<file path="src/rtl/seg7_pkg.sv">
// Shared constants for the 7-segment display path.
// Holds the hex glyph table (active-low, bit0 = a ... bit6 = g), the blank
// pattern, the segment bit positions, and the capture FSM state encoding.
package seg7_pkg;

   localparam int SEG_A = 0;
   localparam int SEG_B = 1;
   localparam int SEG_C = 2;
   localparam int SEG_D = 3;
   localparam int SEG_E = 4;
   localparam int SEG_F = 5;
   localparam int SEG_G = 6;

   localparam logic [6:0] SEG_HEX_0 = 7'b1000000;
   localparam logic [6:0] SEG_HEX_1 = 7'b1111001;
   localparam logic [6:0] SEG_HEX_2 = 7'b0100100;
   localparam logic [6:0] SEG_HEX_3 = 7'b0110000;
   localparam logic [6:0] SEG_HEX_4 = 7'b0011001;
   localparam logic [6:0] SEG_HEX_5 = 7'b0010010;
   localparam logic [6:0] SEG_HEX_6 = 7'b0000010;
   localparam logic [6:0] SEG_HEX_7 = 7'b1111000;
   localparam logic [6:0] SEG_HEX_8 = 7'b0000000;
   localparam logic [6:0] SEG_HEX_9 = 7'b0010000;
   localparam logic [6:0] SEG_HEX_A = 7'b0001000;
   localparam logic [6:0] SEG_HEX_B = 7'b0000011;
   localparam logic [6:0] SEG_HEX_C = 7'b1000110;
   localparam logic [6:0] SEG_HEX_D = 7'b0100001;
   localparam logic [6:0] SEG_HEX_E = 7'b0000110;
   localparam logic [6:0] SEG_HEX_F = 7'b0001110;

   localparam logic [6:0] SEG_BLANK = 7'b1111111;

   typedef enum logic [1:0] {
      IDLE   = 2'd0,
      SETTLE = 2'd1,
      HELD   = 2'd2
   } cap_state_t;

endpackage

</file>
<file path="src/rtl/seg7_to_hex.sv">
// Combinational 7-segment glyph decoder.
// Ports:
//   seg_n  - active-low segment pattern (bit0 = a ... bit6 = g)
//   known  - 1 when seg_n is one of the 16 hex glyphs
//   nibble - decoded hex value, 0 when the pattern is unknown
module seg7_to_hex
   import seg7_pkg::*;
(
   input  logic [6:0] seg_n,
   output logic       known,
   output logic [3:0] nibble
);

   always_comb begin
      known  = 1'b1;
      nibble = 4'h0;
      case (seg_n)
         SEG_HEX_0: nibble = 4'h0;
         SEG_HEX_1: nibble = 4'h1;
         SEG_HEX_2: nibble = 4'h2;
         SEG_HEX_3: nibble = 4'h3;
         SEG_HEX_4: nibble = 4'h4;
         SEG_HEX_5: nibble = 4'h5;
         SEG_HEX_6: nibble = 4'h6;
         SEG_HEX_7: nibble = 4'h7;
         SEG_HEX_8: nibble = 4'h8;
         SEG_HEX_9: nibble = 4'h9;
         SEG_HEX_A: nibble = 4'ha;
         SEG_HEX_B: nibble = 4'hb;
         SEG_HEX_C: nibble = 4'hc;
         SEG_HEX_D: nibble = 4'hd;
         SEG_HEX_E: nibble = 4'he;
         SEG_HEX_F: nibble = 4'hf;
         default: begin
            known  = 1'b0;
            nibble = 4'h0;
         end
      endcase
   end

endmodule

</file>
<file path="src/rtl/seg7_capture.sv">
// Recovers hex digits from a time-multiplexed active-low 7-segment bus.
// A digit is captured once its {seg_n, an_n} has been stable for STABLE_CYC
// samples; a full frame is published atomically once every digit is seen.
// Ports:
//   clk, rst    - clock and asynchronous active-high reset
//   seg_n       - active-low segment pattern
//   an_n        - active-low digit select, one bit per digit
//   cap_valid   - one-cycle pulse per captured digit, with cap_idx / cap_hex
//   err_pat     - with cap_valid when the captured pattern is not a glyph
//   value       - last complete frame, digit i at [4i+3:4i]
//   digit_ok    - per-digit known-glyph flags of the last frame
//   frame_done  - one-cycle pulse when value / digit_ok update
//   err_an      - one-cycle pulse when an_n first becomes multi-hot
//
// state  | meaning
// IDLE   | no digit selected (blank or multi-hot)
// SETTLE | one digit selected, counting identical samples
// HELD   | digit captured, waiting for the bus to change
module seg7_capture
   import seg7_pkg::*;
#(
   parameter int NDIG       = 4,
   parameter int STABLE_CYC = 4
) (
   input  logic                                 clk,
   input  logic                                 rst,
   input  logic [6:0]                           seg_n,
   input  logic [NDIG-1:0]                      an_n,
   output logic                                 cap_valid,
   output logic [((NDIG > 1) ? $clog2(NDIG) : 1)-1:0] cap_idx,
   output logic [3:0]                           cap_hex,
   output logic [4*NDIG-1:0]                    value,
   output logic [NDIG-1:0]                      digit_ok,
   output logic                                 frame_done,
   output logic                                 err_pat,
   output logic                                 err_an
);

   localparam int IW = (NDIG > 1) ? $clog2(NDIG) : 1;
   localparam int CW = $clog2(STABLE_CYC + 1);
   localparam logic [CW-1:0] CNT_TC = CW'(STABLE_CYC);

   cap_state_t           state;
   logic [CW-1:0]        cnt_q;
   logic [6+NDIG:0]      prev_q;
   logic                 mh_q;
   logic [NDIG-1:0]      mask_q;
   logic [4*NDIG-1:0]    shadow_q;
   logic [NDIG-1:0]      okshadow_q;

   logic [NDIG-1:0]      sel;
   logic                 sel_onehot;
   logic                 sel_multi;
   logic                 same;
   logic [IW-1:0]        idx;
   logic                 known;
   logic [3:0]           nib;
   logic                 start;
   logic                 cnt_inc;
   logic [CW-1:0]        cnt_nxt;
   logic                 capture;
   logic [NDIG-1:0]      mask_set;
   logic [4*NDIG-1:0]    shadow_upd;
   logic [NDIG-1:0]      ok_upd;

   seg7_to_hex u_dec (
      .seg_n  (seg_n),
      .known  (known),
      .nibble (nib)
   );

   assign sel        = ~an_n;
   assign sel_onehot = ($countones(sel) == 1);
   assign sel_multi  = ($countones(sel) > 1);
   assign same       = ({seg_n, an_n} == prev_q);

   always_comb begin
      idx = '0;
      for (int i = 0; i < NDIG; i++) begin
         if (sel[i]) idx = IW'(i);
      end
   end

   // start: begin a fresh stability run; cnt_inc: extend the current run.
   // A fresh run may itself complete the count when STABLE_CYC is 1.
   always_comb begin
      start   = 1'b0;
      cnt_inc = 1'b0;
      case (state)
         IDLE:    start = sel_onehot;
         SETTLE:  begin
            if (same) cnt_inc = 1'b1;
            else      start   = sel_onehot;
         end
         HELD:    start = !same && sel_onehot;
         default: start = sel_onehot;
      endcase
      cnt_nxt = start ? CW'(1) : (cnt_q + CW'(1));
      capture = (start || cnt_inc) && (cnt_nxt == CNT_TC);
   end

   // Frame contents including the digit being captured this cycle.
   always_comb begin
      mask_set   = mask_q | (NDIG'(1) << idx);
      shadow_upd = shadow_q;
      shadow_upd[int'(idx)*4 +: 4] = nib;
      ok_upd     = okshadow_q;
      ok_upd[idx] = known;
   end

   always_ff @(posedge clk or posedge rst) begin
      if (rst) begin
         state      <= IDLE;
         cnt_q      <= '0;
         prev_q     <= '0;
         mh_q       <= 1'b0;
         mask_q     <= '0;
         shadow_q   <= '0;
         okshadow_q <= '0;
         cap_valid  <= 1'b0;
         cap_idx    <= '0;
         cap_hex    <= 4'h0;
         value      <= '0;
         digit_ok   <= '0;
         frame_done <= 1'b0;
         err_pat    <= 1'b0;
         err_an     <= 1'b0;
      end else begin
         prev_q     <= {seg_n, an_n};
         mh_q       <= sel_multi;
         err_an     <= sel_multi && !mh_q;
         cap_valid  <= capture;
         cap_idx    <= capture ? idx : '0;
         cap_hex    <= capture ? nib : 4'h0;
         err_pat    <= capture && !known;
         frame_done <= 1'b0;

         if (capture) begin
            state      <= HELD;
            cnt_q      <= cnt_nxt;
            shadow_q   <= shadow_upd;
            okshadow_q <= ok_upd;
            if (mask_set == {NDIG{1'b1}}) begin
               value      <= shadow_upd;
               digit_ok   <= ok_upd;
               frame_done <= 1'b1;
               mask_q     <= '0;
            end else begin
               mask_q <= mask_set;
            end
         end else if (start || cnt_inc) begin
            state <= SETTLE;
            cnt_q <= cnt_nxt;
         end else if (!(state == HELD && same)) begin
            state <= IDLE;
            cnt_q <= '0;
         end
      end
   end

endmodule

</file>
<file path="config.mk">
export PLATFORM = sky130hd
export DESIGN_NAME = seg7_capture
export DESIGN_NICKNAME = d
export VERILOG_FILES = /design/src/rtl/seg7_pkg.sv /design/src/rtl/seg7_to_hex.sv /design/src/rtl/seg7_capture.sv
export SDC_FILE = /design/constraint.sdc
export NUM_CORES = 1
export LEC_CHECK = 0
export ABC_CLOCK_PERIOD_IN_PS = 3490
export BUFFER_PORTS_ARGS = -buffer_cell sky130_fd_sc_hd__buf_2
export CAP_MARGIN = 20
export CORE_UTILIZATION = 40
export DETAILED_ROUTE_END_ITERATION = 12
export GPL_TIMING_DRIVEN = 1
export PLACE_DENSITY = 0.65
export SLEW_MARGIN = 0
export SYNTH_ARGS = -nofsm -noshare
export SYNTH_HDL_FRONTEND = slang
export SYNTH_HIERARCHICAL = 1
export SYNTH_SLANG_ARGS = --single-unit
</file>
<file path="constraint.sdc">
create_clock -name clk -period 3.49 [get_ports clk]
set_input_delay 0.698 -clock clk [delete_from_list [all_inputs] [get_ports clk]]
set_output_delay 0.698 -clock clk [all_outputs]
set_load 0.03 [all_outputs]
</file>
==> impl_metrics.tcl <==
set metrics [dict create \
    die_w_um 96.02 \
    worstPathCellList "buf_2, fa_1, inv_1, ha_1, inv_1, ha_1, nor3b_2, a2111oi_4, nand4_4, nor3b_4, mux2_2" \
    drt_iter0_drc 122 \
    syn_avg_cell_area_um2 11.44 \
    numCtsBuffers 9 \
    crit_type "input port to register" \
    grt-ovfl-total 0 \
    power.leakage_nw 2.022 \
    clkTransAtPathRegs_ps 80 \
    post-route-period-util_pct 89.66 \
    core_area_mm2 0.008382 \
    synth_async_sr_flop_share_pct 100.0 \
    root_buffer "clkbuf_8" \
    yosys.area.top_type "dfrtp_1" \
    ant_nets 0 \
    cp_slowest_cell "fa_1" \
    synth_most_common_cell "dfrtp_1" \
    path_max_fanout 9 \
    cts_tree "built" \
    start_util_pct 42.19 \
    synth_cells 309 \
    nFillCells 780 \
    worstPathRequired_ps 3720 \
    slew_headroom_pct 68.21 \
    whs_ps 369.1 \
    area_delta_synth_final_pct 16.07 \
    synth_top_area_share_pct 50.25 \
    grt_pass1_vias 2397 \
    slowest_delay_ps 460 \
    cts_resized 0 \
    end_kind "register" \
    vias 2453 \
    ys_seq_elements 71 \
    cts.sinks 71 \
    cts_hold_repair.buffers 0 \
    max_freq_mhz 319.6 \
    drv_cap 0 \
    slew_violations 0 \
    dieArea_mm2 0.009220 \
    synthesis.area_mm2 0.003536 \
    cts.path.max_buffers 2 \
    p_per_area_mw_per_mm2 459.4 \
    final_nets 375 \
    vias_per_cell 5.287 \
    ios 43 \
    cp.arrival_ps 3360 \
    synth_ff_type "dfrtp_1" \
    dr.pass1.iters 4 \
    ir_worst_vdd_mv 0.2289 \
    tns_ps 0 \
    yosys-top-cells-count "dfrtp_1 (71), o21ai_0 (30), mux2i_1 (21)" \
    cts_setup_buffers 0 \
    synthTopCellsByArea "dfrtp_1 (50%), mux2_2 (6.4%), mux2i_1 (5.9%), o21ai_0 (4.2%), xor2_1 (2.7%)" \
    grt_setup_unrepaired "false" \
    dpl.hpwl_um 4761 \
    min_period_ps 3129 \
    setup-violations-final 0 \
    grt_use_total_pct 17.02 \
    io_buffers 42 \
    routedWlPerCell_um 14.94 \
    yosysSeqAreaShare_pct 50.25 \
    gp_congestion 0.8155 \
    ys_types 52 \
    fp-row-count 33 \
    final_core_util_pct 48.96 \
    drcViolationCount 0 \
    insertion_delay_ps 340 \
    synth_nets 330 \
    grt_pass1_wl_um 11730 \
    htree_levels 3 \
    n_antenna_cell 0 \
    drive_gt1_share_pct 30.92 \
    synth_edf_count 0 \
    hold_viol 0 \
    worst_pin_slew_ps 476.2 \
    antenna_found_initial 0 \
    cp-start-kind "input port" \
    die-height_um 96.02 \
    grt_max_degree 26 \
    yosys_warnings 6 \
    skew_ps 8.421 \
    total_power_mw 1.885 \
    wirelength_um 6934 \
    min_path_type "input port to async pin" \
    status "finished, final reports clean" \
]
==> final cells by class <==
class	instances	area, um2	share of cell area, %
Multi-Input combinational cell	208	1585	38.63
Clock buffer	10	127.6	3.110
Tap cell	105	131.4	3.201
Sequential cell	71	1777	43.29
Clock inverter	6	132.6	3.232
Timing Repair Buffer	54	312.8	7.622
Inverter	10	37.54	0.9146
==> sequential cells by signal, indices dropped and copies added (netlist names) <==
signal      count
mask_q          4
cap_hex         4
value          16
prev_q         11
okshadow_q      4
cnt_q           3
digit_ok        4
err_pat         1
cap_idx         2
shadow_q       16
cap_valid       1
state           2
mh_q            1
frame_done      1
err_an          1
==> worst max-delay path: cells and delay by family <==
kind / cells / cell delay [ps]
AOI/OAI and AO/OA: 1 / 430
buffers and inverters: 3 / 250
adders and majority gates: 3 / 890
muxes: 1 / 370
and+or+nand+nor: 3 / 710
==> metrics by stage <==
stage / cells / cell area, um2 / setup slack [ps]
after floorplan: 309 / 3536 / 315.0
after global placement: 448 / 3844 / 54.00
after detailed placement: 448 / 3844 / -7.127
after CTS: 464 / 4104 / 350.5
after global routing: 464 / 4104 / 178.9
final: 464 / 4104 / 360.8
==> worst paths after layout <==
check | from | endpoint | slack (ps) | cells past startpoint
hold / removal | rst | cap_hex[1] | 370 | 2
setup / recovery | an_n[0] | shadow_q[10] | 360 | 11
setup reg to reg | state[1] | shadow_q[10] | 1000 | 7
max in group asynchronous | rst | cnt_q[1] | 2420 | 3
hold reg to reg | mh_q | err_an | 400 | 1
min in group clk | mh_q | err_an | 400 | 1
==> kinds of logic (layout without fill, tap and decap cells) <==
logic type / count (synthesis) / count (layout) / synth area share [%]
buffers and inverters: 30 / 80 / 4.918
flip-flops: 71 / 71 / 50.25
AO/OA/AOI/OAI: 73 / 73 / 12.95
multiplexers: 41 / 41 / 12.31
XOR/XNOR: 12 / 12 / 2.972
adder cells (fa/ha/maj): 8 / 8 / 3.043
AND/OR/NAND/NOR: 74 / 74 / 13.55
==> cell usage in the layout, fill, tap and decap left out, drive strengths merged, types with 2 or more instances in the layout <==
master   synthesis  layout
a2111oi          2       2
a21oi            8       8
a31oi            2       2
and2             6       6
buf             13      54
bufinv           0       4
clkbuf           7      10
dfrtp           71      71
ha               7       7
inv             10      10
mux2            20      20
mux2i           21      21
nand2            7       7
nand2b           3       3
nand3            5       5
nand4            5       5
nor2            18      18
nor2b            7       7
nor3             6       6
nor3b            4       4
nor4             3       3
o211ai           3       3
o21a             4       4
o21ai           49      49
o31ai            2       2
or3              4       4
xor2            11      11
==> where the power goes <==
part	total, mW	switching, mW	internal (mW)	leakage [nW]
sequential	0.851	0.0109	0.840	0.961
combinational	0.179	0.117	0.0617	0.934
clock	0.855	0.309	0.546	0.126
==> per-layer routing <==
metal	share of wire [%]	vias to the layer above	GRT usage [%]
li1	-	1180	-
met1	49	1216	23.57
met2	47	48	26.30
met3	2.5	9	2.844
met4	1.7	0	7.214
met5	0	-	0
Note: power is estimated with default switching activity, not from simulation.
